<file path="config.mk">
export PLATFORM = sky130hd
export DESIGN_NAME = mmio_uart_tx
export DESIGN_NICKNAME = d
export VERILOG_FILES = /design/src/rtl/mmio_uart_tx.sv
export SDC_FILE = /design/constraint.sdc
export NUM_CORES = 1
export LEC_CHECK = 0
export CAP_MARGIN = 20
export CORE_ASPECT_RATIO = 0.7
export CORE_MARGIN = 5
export CORE_UTILIZATION = 55
export DETAILED_ROUTE_END_ITERATION = 8
export HOLD_SLACK_MARGIN = 0.06
export PLACE_DENSITY = 0.79
export RECOVER_POWER = 25
export SLEW_MARGIN = 15
export SYNTH_ARGS = -nofsm -noshare
export SYNTH_HDL_FRONTEND = slang
export SYNTH_SLANG_ARGS = --single-unit
</file>
<file path="constraint.sdc">
create_clock -name clock -period 3.2 [get_ports clock]
set_input_delay 0.48 -clock clock [delete_from_list [all_inputs] [get_ports clock]]
set_output_delay 0.48 -clock clock [all_outputs]
set_load 0.01 [all_outputs]
</file>
<file path="src/rtl/mmio_uart_tx.sv">
// Memory-mapped UART transmitter: bus stores feed a byte FIFO that an
// 8N1 serializer drains onto tx at a programmable clocks-per-bit divisor.
module mmio_uart_tx #(
  parameter logic [31:0] BASE_ADDRESS    = 32'h8000_0000,
  parameter int          FIFO_DEPTH      = 8,
  parameter logic [15:0] DEFAULT_DIVISOR = 16'd868
) (
  input  logic        clock,
  input  logic        reset,
  input  logic [31:0] address,
  input  logic        write_enable,
  input  logic [3:0]  byte_enable,
  input  logic [31:0] write_data,
  input  logic        read_enable,
  output logic [31:0] read_data,
  output logic        tx,
  output logic        tx_idle
);
  localparam int AW = (FIFO_DEPTH > 1) ? $clog2(FIFO_DEPTH) : 1;

  typedef enum logic [1:0] {IDLE, START, DATA, STOP} state_t;

  logic [7:0]    mem [FIFO_DEPTH];
  logic [AW-1:0] wr_ptr, rd_ptr;
  logic [AW:0]   count;
  logic          overflow;
  logic [15:0]   divisor;

  state_t        state;
  logic [7:0]    shreg;
  logic [2:0]    bit_cnt;
  logic [15:0]   period, bit_timer, period_next;

  logic       hit, full, empty, pop, push_req, push_ok, w1c, div_wr;
  logic [1:0] off;
  logic [8:0] count_ext;
  logic       unused_bits;

  assign hit      = address[31:4] == BASE_ADDRESS[31:4];
  assign off      = address[3:2];
  assign full     = count == (AW+1)'(FIFO_DEPTH);
  assign empty    = count == '0;
  assign pop      = (state == IDLE) && !empty;
  assign push_req = write_enable && hit && off == 2'd0 && byte_enable[0];
  // A full FIFO still accepts a byte when the serializer frees a slot the same cycle.
  assign push_ok  = push_req && (!full || pop);
  assign w1c      = write_enable && hit && off == 2'd1 && byte_enable[0] && write_data[3];
  assign div_wr   = write_enable && hit && off == 2'd2;
  assign period_next = (divisor == 16'd0) ? 16'd1 : divisor;
  assign count_ext   = 9'(count);
  assign tx_idle     = empty && (state == IDLE);
  assign unused_bits = ^{address[1:0], write_data[31:16]};

  always_ff @(posedge clock) begin
    if (push_ok) mem[wr_ptr] <= write_data[7:0];
  end

  always_ff @(posedge clock or negedge reset) begin
    if (!reset) begin
      wr_ptr   <= '0;
      rd_ptr   <= '0;
      count    <= '0;
      overflow <= 1'b0;
      divisor  <= DEFAULT_DIVISOR;
    end else begin
      if (push_ok) wr_ptr <= wr_ptr + 1'b1;
      if (pop)     rd_ptr <= rd_ptr + 1'b1;
      case ({push_ok, pop})
        2'b10:   count <= count + 1'b1;
        2'b01:   count <= count - 1'b1;
        default: ;
      endcase
      if (push_req && full && !pop) overflow <= 1'b1;
      else if (w1c)                 overflow <= 1'b0;
      if (div_wr && byte_enable[0]) divisor[7:0]  <= write_data[7:0];
      if (div_wr && byte_enable[1]) divisor[15:8] <= write_data[15:8];
    end
  end

  // tx is registered from the state, so it trails the FSM by one clock.
  always_ff @(posedge clock or negedge reset) begin
    if (!reset) begin
      state     <= IDLE;
      shreg     <= '0;
      bit_cnt   <= '0;
      period    <= 16'd1;
      bit_timer <= '0;
      tx        <= 1'b1;
    end else begin
      case (state)
        START:   tx <= 1'b0;
        DATA:    tx <= shreg[0];
        default: tx <= 1'b1;
      endcase
      case (state)
        IDLE: if (!empty) begin
          shreg     <= mem[rd_ptr];
          period    <= period_next;
          bit_timer <= period_next - 16'd1;
          state     <= START;
        end
        START: if (bit_timer == '0) begin
          bit_timer <= period - 16'd1;
          bit_cnt   <= '0;
          state     <= DATA;
        end else bit_timer <= bit_timer - 16'd1;
        DATA: if (bit_timer == '0) begin
          bit_timer <= period - 16'd1;
          shreg     <= shreg >> 1;
          if (bit_cnt == 3'd7) state <= STOP;
          else                 bit_cnt <= bit_cnt + 3'd1;
        end else bit_timer <= bit_timer - 16'd1;
        STOP: if (bit_timer == '0) state <= IDLE;
              else                 bit_timer <= bit_timer - 16'd1;
        default: state <= IDLE;
      endcase
    end
  end

  always_comb begin
    read_data = '0;
    if (read_enable && hit) begin
      case (off)
        2'd1:    read_data = {16'h0, count_ext[7:0], 4'h0, overflow, empty, full, state != IDLE};
        2'd2:    read_data = {16'h0, divisor};
        default: read_data = '0;
      endcase
    end
  end
endmodule

</file>
==> flow_summary.yaml <==
cells_and_area:
  nets: 812
  syn2layout_area_growth_pct: 22.0
  fin_util_pct: 67.7
  antenna_cells: 0
  layout-drive-gt1-share_pct: 17.3
  final_cell_area_um2: 8810
synth:
  synth-adder-area-share_pct: 3.22
  synth_top_family_by_area: "simple AND/OR/NAND/NOR gates"
  synthMuxAreaShare_pct: 10.4
  yosys_warnings: 0
  synth_area_um2: 7220
  ys_seq_elements: 137
  seq_area_frac_synth_pct: 52.0
  synthArstFlopShare_pct: 53.3
  syn_area_per_cell_um2: 11.3
  synthSimpleGateAreaFrac_pct: 15.9
  synth_ff_type: "dfrtp_1"
  synth_cells: 640
  synth-compound-area-share_pct: 9.93
  yosysUniqueCellTypes: 70
  synth_edf_count: 64
  synth_xor_area_share_pct: 4.00
sta:
  fin_skew_ns: 0.00599
  setup_violations: 0
  tns_ns: 0
  fmax_mhz: 319
  worstMarginPinSlew_ns: 1.81
  relSlewSlack_pct: -20.7
  hold_viol_final: 0
  drv_slew: 74
  fin_crit_sh_pct: 98.0
  fin_crit_ns: 3.14
grt:
  grt_pass1_wl_um: 28600
  grt_usage_pct: 23.4
  grt_pass1_vias: 5550
  antenna_found_initial: 0
  grt_max_degree: 74
  grt_overflow: 0
floorplanning:
  die_x_um: 147
  num_rows: 35
  die_h_um: 106
  die_area_um2: 15600
  start_util_pct: 55.5
  ios: 106
  coreArea_um2: 13000
worst_setup_path:
  timing.rr.end: "bit_timer[6]$_DFFE_PN0P_"
  endpoint_kind: "output port"
  critPathCapture: "read_data[14]"
  arrival_ns: 2.66
  rrSetupSlack_ns: 0.16
  path_class: "input port to output port"
  cp-startpoint: "address[27]"
  start_kind: "input port"
  path_max_fanout: 8
  crit_required_ns: 2.72
  r2r-start: "bit_timer[0]$_DFFE_PN0P_"
  r2r_cells: 8
cts:
  ctsLongestPathBuffers: 2
  htreeDepth: 4
  cts-buffers-inserted: 17
  cts_tree: "yes"
  clkTransAtPathRegs_ns: 0.06
  cts_num_sinks: 137
  worstSkewPairLatency_ns: 0.42
  ctsHoldBuffers: 0
  cts-root-buf: "clkbuf_16"
placed_design:
  placed_cell_area_um2: 8140
  io_buffers: 69
  gp_congestion: 0.972
  hpwl_um: 12500
detailed_routing:
  drc: 0
  routed_wl_um: 17800
  ant_nets: 0
  wl_per_cell_um: 19.7
  viasPerCell: 6.18
  drtIter0Drc: 637
  num_vias: 5572
  firstDrtPassIters: 5
power:
  leakage_nw: 3.75
  power_frac_comb_pct: 14.1
  p_per_area_nw_per_um2: 535
  p_switching_mw: 1.28
  clock_power_share_pct: 41.7
  p_int_mw: 3.43
  seqPwrFrac_pct: 44.3
  ir_drop_mv: 0.358
  power_mw: 4.71
  p_sw_share_pct: 27.2
outcome:
  status: "finished, violations left"
  violations: "capacitance limit, slew limit"
run:
  drv_cap: 1
worst_hold_path:
  hold_class: "flop to flop"
[per-stage QoR]
| stage | worst slack [ns] | cells | hold WS [ns] |
|---|---|---|---|
| after detailed placement | -0.187 | 869 | 0.489 |
| after global routing | -0.0471 | 901 | 0.527 |
| after global placement | -0.00892 | 869 | 0.481 |
| after floorplan | 0.159 | 655 | 0.184 |
| after CTS | 0.0216 | 901 | 0.237 |
| final | 0.0647 | 901 | 0.499 |
[routing by layer]
| metal | track usage [%] | vias up | wire, um |
|---|---|---|---|
| met5 | 0 | - | 0 |
| met4 | 7.65 | 0 | 379 |
| met3 | 5.41 | 35 | 1600 |
| met2 | 36.4 | 309 | 8230 |
| met1 | 32.7 | 2720 | 7570 |
| li1 | - | 2508 | - |
[flip-flops by register name (all words and copies together) (netlist names), 3 cells and up]
register	cells
shreg	8
bit_cnt	3
period	16
divisor	16
rd_ptr	3
bit_timer	16
count	4
wr_ptr	3
mem	64
[critical path: stages]
cell	delay, ns
clkdlybuf4s50_1	0.41
or4_4	0.55
nor3_2	0.18
buf_4	0.15
and3_4	0.23
and2_1	0.13
clkdlybuf4s50_1	0.53
[how the worst min path moves through the flow]
stage,start,endpoint,slack (ns),cells after the start
detailed placement,shreg[0]$_DFFE_PN0P_,tx$_DFF_PN1_,0.49,2
finish,shreg[0]$_DFFE_PN0P_,tx$_DFF_PN1_,0.50,2
global placement,shreg[0]$_DFFE_PN0P_,tx$_DFF_PN1_,0.48,2
CTS,reset,bit_timer[12]$_DFFE_PN0P_,0.24,1
floorplan,reset,bit_cnt[0]$_DFFE_PN0P_,0.18,0
global route,shreg[4]$_DFFE_PN0P_,shreg[4]$_DFFE_PN0P_,0.53,1
[final cells by class]
type / count / area [um2]
tap: 166 / 208
fill: 888 / 4200
sequential: 137 / 3760
multi-input combinational: 450 / 3240
timing repair buffer: 98 / 931
clock inverter: 15 / 175
clock buffer: 17 / 425
inverter: 18 / 67.6
[power by group through the flow]
| stage | sequential [mW] | clock (mW) | combinational, mW |
|---|---|---|---|
| 5_1_grt | 2.11 | 2.07 | 0.730 |
| 3_3_place_gp | 2.11 | 0 | 0.612 |
| 2_1_floorplan | 2.01 | 0 | 0.523 |
| 3_5_place_dp | 2.12 | 0 | 0.654 |
| 6_report | 2.09 | 1.96 | 0.663 |
| 4_1_cts | 2.09 | 1.98 | 0.663 |
[what timing repair did]
| item | in CTS | in global routing |
|---|---|---|
| endpoints found under the setup margin | 8 | 17 |
| buffers inserted | 0 | 0 |
| resized for setup | 1 | 19 |
| pin swaps | 0 | 3 |
[synth_stat cells, drive strengths merged (8+ instances only)]
master / instances / area share, %
nand2: 92 / 4.8
dfrtp: 66 / 23
edfxtp: 64 / 27
o21ai: 32 / 2.2
nor2: 30 / 1.6
clkbuf: 26 / 1.4
buf: 24 / 2.1
mux2: 24 / 3.7
xnor2: 22 / 2.7
nor4: 20 / 1.9
nor3: 18 / 1.2
ha: 17 / 2.9
inv: 17 / 0.88
mux4: 16 / 5.0
nand3: 13 / 0.90
mux2i: 12 / 1.7
a21oi: 11 / 0.81
and2: 11 / 0.95
or4: 11 / 1.1
xor2: 11 / 1.3
o31ai: 9 / 0.94
a22oi: 8 / 0.83
[cells by family (layout without fill, tap and decap cells)]
group,count (synthesis),after routing
compound gates,104,104
xor+xnor,33,33
fa+ha+maj,18,18
buf+inv,68,148
flops,137,137
mux,52,52
other cells,1,16
simple gates,227,227
[placed cells by master (no fill, tap or decap), drive strengths merged, types with 4 or more instances in the layout]
cell and count:
xnor2 22, dfrtp 66, dlymetal6s2s 11, o31ai 9, a21o 5, nor3b 5, and2 11, clkdlybuf4s50 53
nor4b 5, ha 17, dfstp 7, mux4 16, clkinv 5, o21ai 32, nor4 20, clkbuf 18
nand3 13, inv 26, nor2 30, or3 4, a22o 6, xor2 11, nor3 18, conb 16
mux2i 12, dlygate4sd3 4, edfxtp 64, mux2 24, a22oi 8, nand2 92, buf 29, a21oi 11
or4 11
Power figures use the tool's default switching activity.
==> patch 1 (same flow settings) <==
Change the parameter `FIFO_DEPTH` from 8 to 16.
--- a/src/rtl/mmio_uart_tx.sv
+++ b/src/rtl/mmio_uart_tx.sv
@@ -4,3 +4,3 @@
   parameter logic [31:0] BASE_ADDRESS    = 32'h8000_0000,
-  parameter int          FIFO_DEPTH      = 8,
+  parameter int          FIFO_DEPTH      = 16,
   parameter logic [15:0] DEFAULT_DIVISOR = 16'd868
Check against the original RTL: not equivalent (a bounded check fails within 10 cycles, from zero or initial values and one cycle with reset low).
==> patch 1 against the unedited design <==
- final area up 33%
- power is 68% higher
- largest power group unchanged
- synthesized area rose by 37%
- setup slack gained 0.020 ns
- critical path depth fell by 3
- the run still ends with capacitance limit, slew limit left
- sequential cell count increased by 67
- sequential share of layout area is 6.6 points higher
- sequential power up 42%
- wire length is 31% higher
==> patch 1: results (changes against the unedited design) <==
stage;metric;value;unit;change
timing;finalMaxSlewViolations;77;;was 74
outcome;status;finished, violations left;;unchanged
routing;met1_length;10.4;mm;was 7.57 mm
routing;drt-vias-per-instance;6.07;;was 6.18
yosys;synthTopCellsByArea;edfxtp_1 39%, dfrtp_1 17%, mux4_2 9.1%;;was edfxtp_1 27%, dfrtp_1 23%, mux4_2 5.0%
clock_tree;insertion_delay;0.50;ns;was 0.42 ns
finish;nets;952;;was 812
routing;wl_per_cell;21.0;um;was 19.7 um
grt;grt_max_degree;77;;was 74
finish;drive_gt1_share;17.7;%;was 17.3%
grt;globalRouteMet2Util;33.6;%;was 36.4%
flow_run;cap_viol_max_count;1;;unchanged
yosys;synthAdderAreaFrac;2.53;%;was 3.22%
yosys;synthXorXnorAreaFrac;3.10;%;was 4.00%
routing;wl_met3;2.37;mm;was 1.60 mm
yosys;yosys-mux-area-fraction;12.1;%;was 10.4%
placement;placed_area;0.0109;sq mm;was 0.00814 sq mm
grt;grtUsageTotal;22.9;%;was 23.4%
timing;slew_headroom;-29.9;%;was -20.7%
worst_setup_path;cp_max_fo;9;;was 8
timing;whs;0.490;ns;was 0.499 ns
clock_tree;cts_buffers;21;;was 17
pwr;switching_share;30.5;%;was 27.2%
outcome;violations;capacitance limit, slew limit;;unchanged
yosys;synthTopCellsByCount;128 x edfxtp_1, 87 x nand2_1, 69 x dfrtp_1, 49 x nor2_1, 40 x mux4_2;;was 92 x nand2_1, 66 x dfrtp_1, 64 x edfxtp_1, 32 x o21ai_0, 29 x nor2_1
routing;drt_iter0_drc;571;;was 637
worst_setup_path;cp_top_family;simple AND/OR/NAND/NOR gates;;was buffers and inverters
yosys;syn_inst;768;;was 640
yosys;ys_async_sr_fraction;37.3;%;was 53.3%
yosys;synth_cell_type_count;63;;was 70
worst_setup_path;rrSetupSlack;0.40;ns;was 0.16 ns
worst_setup_path;r2r_start;count[0]$_DFFE_PN0P_;;was bit_timer[0]$_DFFE_PN0P_
clock_tree;htree_levels;1;;was 4
yosys;synth_edf_count;128;;was 64
patch 1: logic make-up (layout without fill, tap and decap cells):
group	after synthesis	in the layout
and+or+nand+nor	247	247
DFF	204	204
AOI/OAI and AO/OA	113	113
buffers and inverters	81	173
muxes	67	67
xor gates and xnor gates	35	35
adders and majority gates	20	20
other	1	16
patch 1: repair_timing:
| item | CTS | global route |
|---|---|---|
| setup buffers | 0 | 1 |
| endpoints found under the setup margin | 0 | 16 |
| resized for setup | 0 | 11 |
patch 1: layout make-up:
cell class                      count  area, sq um
Fill cell                        1261         6170
Sequential cell                   204         5760
Multi-Input combinational cell    498         3830
Timing Repair Buffer              110         1020
Clock buffer                       22          529
Tap cell                          236          295
Clock inverter                     16          158
Inverter                           25         93.8
==> patch 2 (same flow settings) <==
Made on the original files. Make the reset (`reset`) synchronous in 2 clocked blocks.
--- a/src/rtl/mmio_uart_tx.sv
+++ b/src/rtl/mmio_uart_tx.sv
@@ -57,3 +57,3 @@
 
-  always_ff @(posedge clock or negedge reset) begin
+  always_ff @(posedge clock) begin
     if (!reset) begin
@@ -80,3 +80,3 @@
   // tx is registered from the state, so it trails the FSM by one clock.
-  always_ff @(posedge clock or negedge reset) begin
+  always_ff @(posedge clock) begin
     if (!reset) begin
Behaviour: differs if reset is asserted again (counterexample within 4 cycles, from zero or initial values and one cycle with reset low); with reset held inactive, the same outputs for 10 cycles.
==> patch 2 against the unedited design <==
- synthesized area rose by 0.78%
- register-to-register slack improved by 0.11 ns
- final area fell by 0.11%
- setup slack improved by 0.012 ns
- wire length rose by 3.2%
- die area rose by 0.71%
- sequential share of layout area fell by 3.5 points
- first-iteration DRC count fell by 17%
- sequential cell count rose by 3
- via count rose by 3.3%
- largest cell class is now multi-input combinational cells
- highest routed layer is now met5
Power is not compared: it rests on default switching activity, and its combinational part moved more than twofold at a synthesized area within 25%.
==> patch 2: results (changes against the unedited design) <==
stage;metric;value;unit;change
clock_tree;clock_path_buffers;2;;unchanged
clock_tree;clk_pin_slew_worst_paths;0.06;ns;about the same
routing;wl_met3;1.74;mm;was 1.60 mm
pwr;power_switching;2.61;mW;
routing;drt_iter0_drc;530;;was 637
yosys;ys_async_sr_fraction;0;%;was 53.3%
clock_tree;cts_buffers;17;;unchanged
outcome;status;complete, no violations;;was finished, violations left
routing;wl_per_cell;19.0;um;was 19.7 um
placement;gp_congestion;0.901;;was 0.972
yosys;synth_edf_count;64;;unchanged
yosys;yosysWarnings;0;;unchanged
placement;place_inst;931;;was 869
yosys;synth_cell_type_count;68;;was 70
finish;largest_reg_flops;64;;unchanged
placement;io_buffers;69;;unchanged
yosys;synthTopCellsByArea;edfxtp_1 26%, dfxtp_1 21%, mux4_2 5.0%;;was edfxtp_1 27%, dfrtp_1 23%, mux4_2 5.0%
timing;slew_headroom;42.6;%;was -20.7%
routing;met2_length;8.36;mm;was 8.23 mm
yosys;yosysSeqAreaShare;47.3;%;was 52.0%
clock_tree;root_buffer;clkbuf_16;;unchanged
grt;grt_max_degree;42;;was 74
yosys;synth_flop_cell;dfxtp_1;;was dfrtp_1
finish;n_antenna_cell;0;;unchanged
grt;antenna_found_initial;0;;unchanged
placement;pre_cts_slack;-0.212;ns;was -0.187 ns
grt;grtUsageTotal;23.7;%;was 23.4%
placement;hpwlAfterDp;12.6;mm;was 12.5 mm
finish;drive_gt1_share;12.4;%;was 17.3%
routing;drt-vias-per-instance;5.98;;was 6.18
routing;highest_layer;met5;;was met4
routing;first_pass_iters;5;;unchanged
routing;met1_length;7.92;mm;was 7.57 mm
clock_tree;postCtsSetupRepairBufs;0;;unchanged
worst_hold_path;hold_path.class;reg -> reg;;unchanged
yosys;syn_inst;712;;was 640
yosys;synthTopCellsByCount;79 x nand2_1, 76 x dfxtp_1, 64 x edfxtp_1, 45 x nor2_1, 41 x clkbuf_1;;was 92 x nand2_1, 66 x dfrtp_1, 64 x edfxtp_1, 32 x o21ai_0, 29 x nor2_1
routing;routed_wl;18.3;mm;was 17.8 mm
clock_tree;insertion_delay;0.42;ns;about the same
placement;placed_area;0.00816;sq mm;was 0.00814 sq mm
worst_setup_path;arrival;2.64;ns;was 2.66 ns
grt;grt_pass1_wl;29.4;mm;was 28.6 mm
timing;finClkSkew;0.0141;ns;was 0.00599 ns
finish;nets;874;;was 812
grt;grt_pass1_vias;5687;;was 5550
worst_setup_path;cp_max_fo;8;;unchanged
-- patch 2: cell count changes in the layout (fill, tap and decap cells not counted), sizes merged, moves of 13 or more --
cell | before | now
a21boi | 0 | 26
dfrtp | 66 | 0
dfxtp | 0 | 76
mux2 | 24 | 0
mux2i | 12 | 34
nand2 | 92 | 79
nor2 | 30 | 46
nor2b | 1 | 16
-- patch 2: layout make-up --
class                   count  area (sq um)
inverters                  19          71.3
flip-flops and latches    140          3440
fillers                   924          4250
repair buffers             99           911
clock buffers              17           425
clock inverters            15           175
multi-input cells         507          3560
well taps                 166           208
-- patch 2: worst paths after layout --
kind	start	end	slack, ns	cells after the start
setup / recovery	address[6]	read_data[5]	0.08	7
hold / removal	shreg[3]$_SDFFE_PN0P_	shreg[3]$_SDFFE_PN0P_	0.49	2
setup reg to reg	divisor[7]$_SDFFE_PN0P_	bit_timer[10]$_SDFFE_PN0P_	0.27	9
hold reg to reg	shreg[3]$_SDFFE_PN0P_	shreg[3]$_SDFFE_PN0P_	0.49	2
-- patch 2: cell families (layout without fill, tap and decap cells) --
logic type,Yosys count,in the layout,share of synthesized area (%)
AND/OR/NAND/NOR,258,258,18.6
other,1,16,0.0515
XOR/XNOR,38,38,4.57
AO/OA/AOI/OAI,127,127,11.7
buffers and inverters,80,150,5.00
multiplexers,50,50,9.63
adder cells (fa/ha/maj),18,18,3.20
flip-flops,140,140,47.3
-- patch 2: critical path, stage by stage --
cell	delay [ns]
clkdlybuf4s50_1	0.41
nor4_2	0.32
nand4_1	0.23
nor2_4	0.19
and3_2	0.29
and2_1	0.16
clkdlybuf4s50_1	0.56
-- patch 2: timing repair --
action	4_1_cts	5_1_grt
endpoints found under the setup margin	16	17
gates resized for setup	3	5
pin swaps	0	4
-- patch 2: routing by layer --
| metal | GRT usage (%) | vias to the layer above |
|---|---|---|
| met5 | 3.00 | - |
| met4 | 6.98 | 2 |
| met3 | 8.61 | 30 |
| met2 | 37.2 | 258 |
| met1 | 30.9 | 2761 |
| li1 | - | 2703 |
-- patch 2: power by group through the flow --
stage | sequential (mW) | combinational, mW | clock, mW
2_1_floorplan | 2.19 | 1.82 | 0
3_3_place_gp | 2.28 | 2.30 | 0
3_5_place_dp | 2.30 | 2.38 | 0
4_1_cts | 2.26 | 2.42 | 1.97
5_1_grt | 2.30 | 2.72 | 2.05
6_report | 2.27 | 2.48 | 1.96
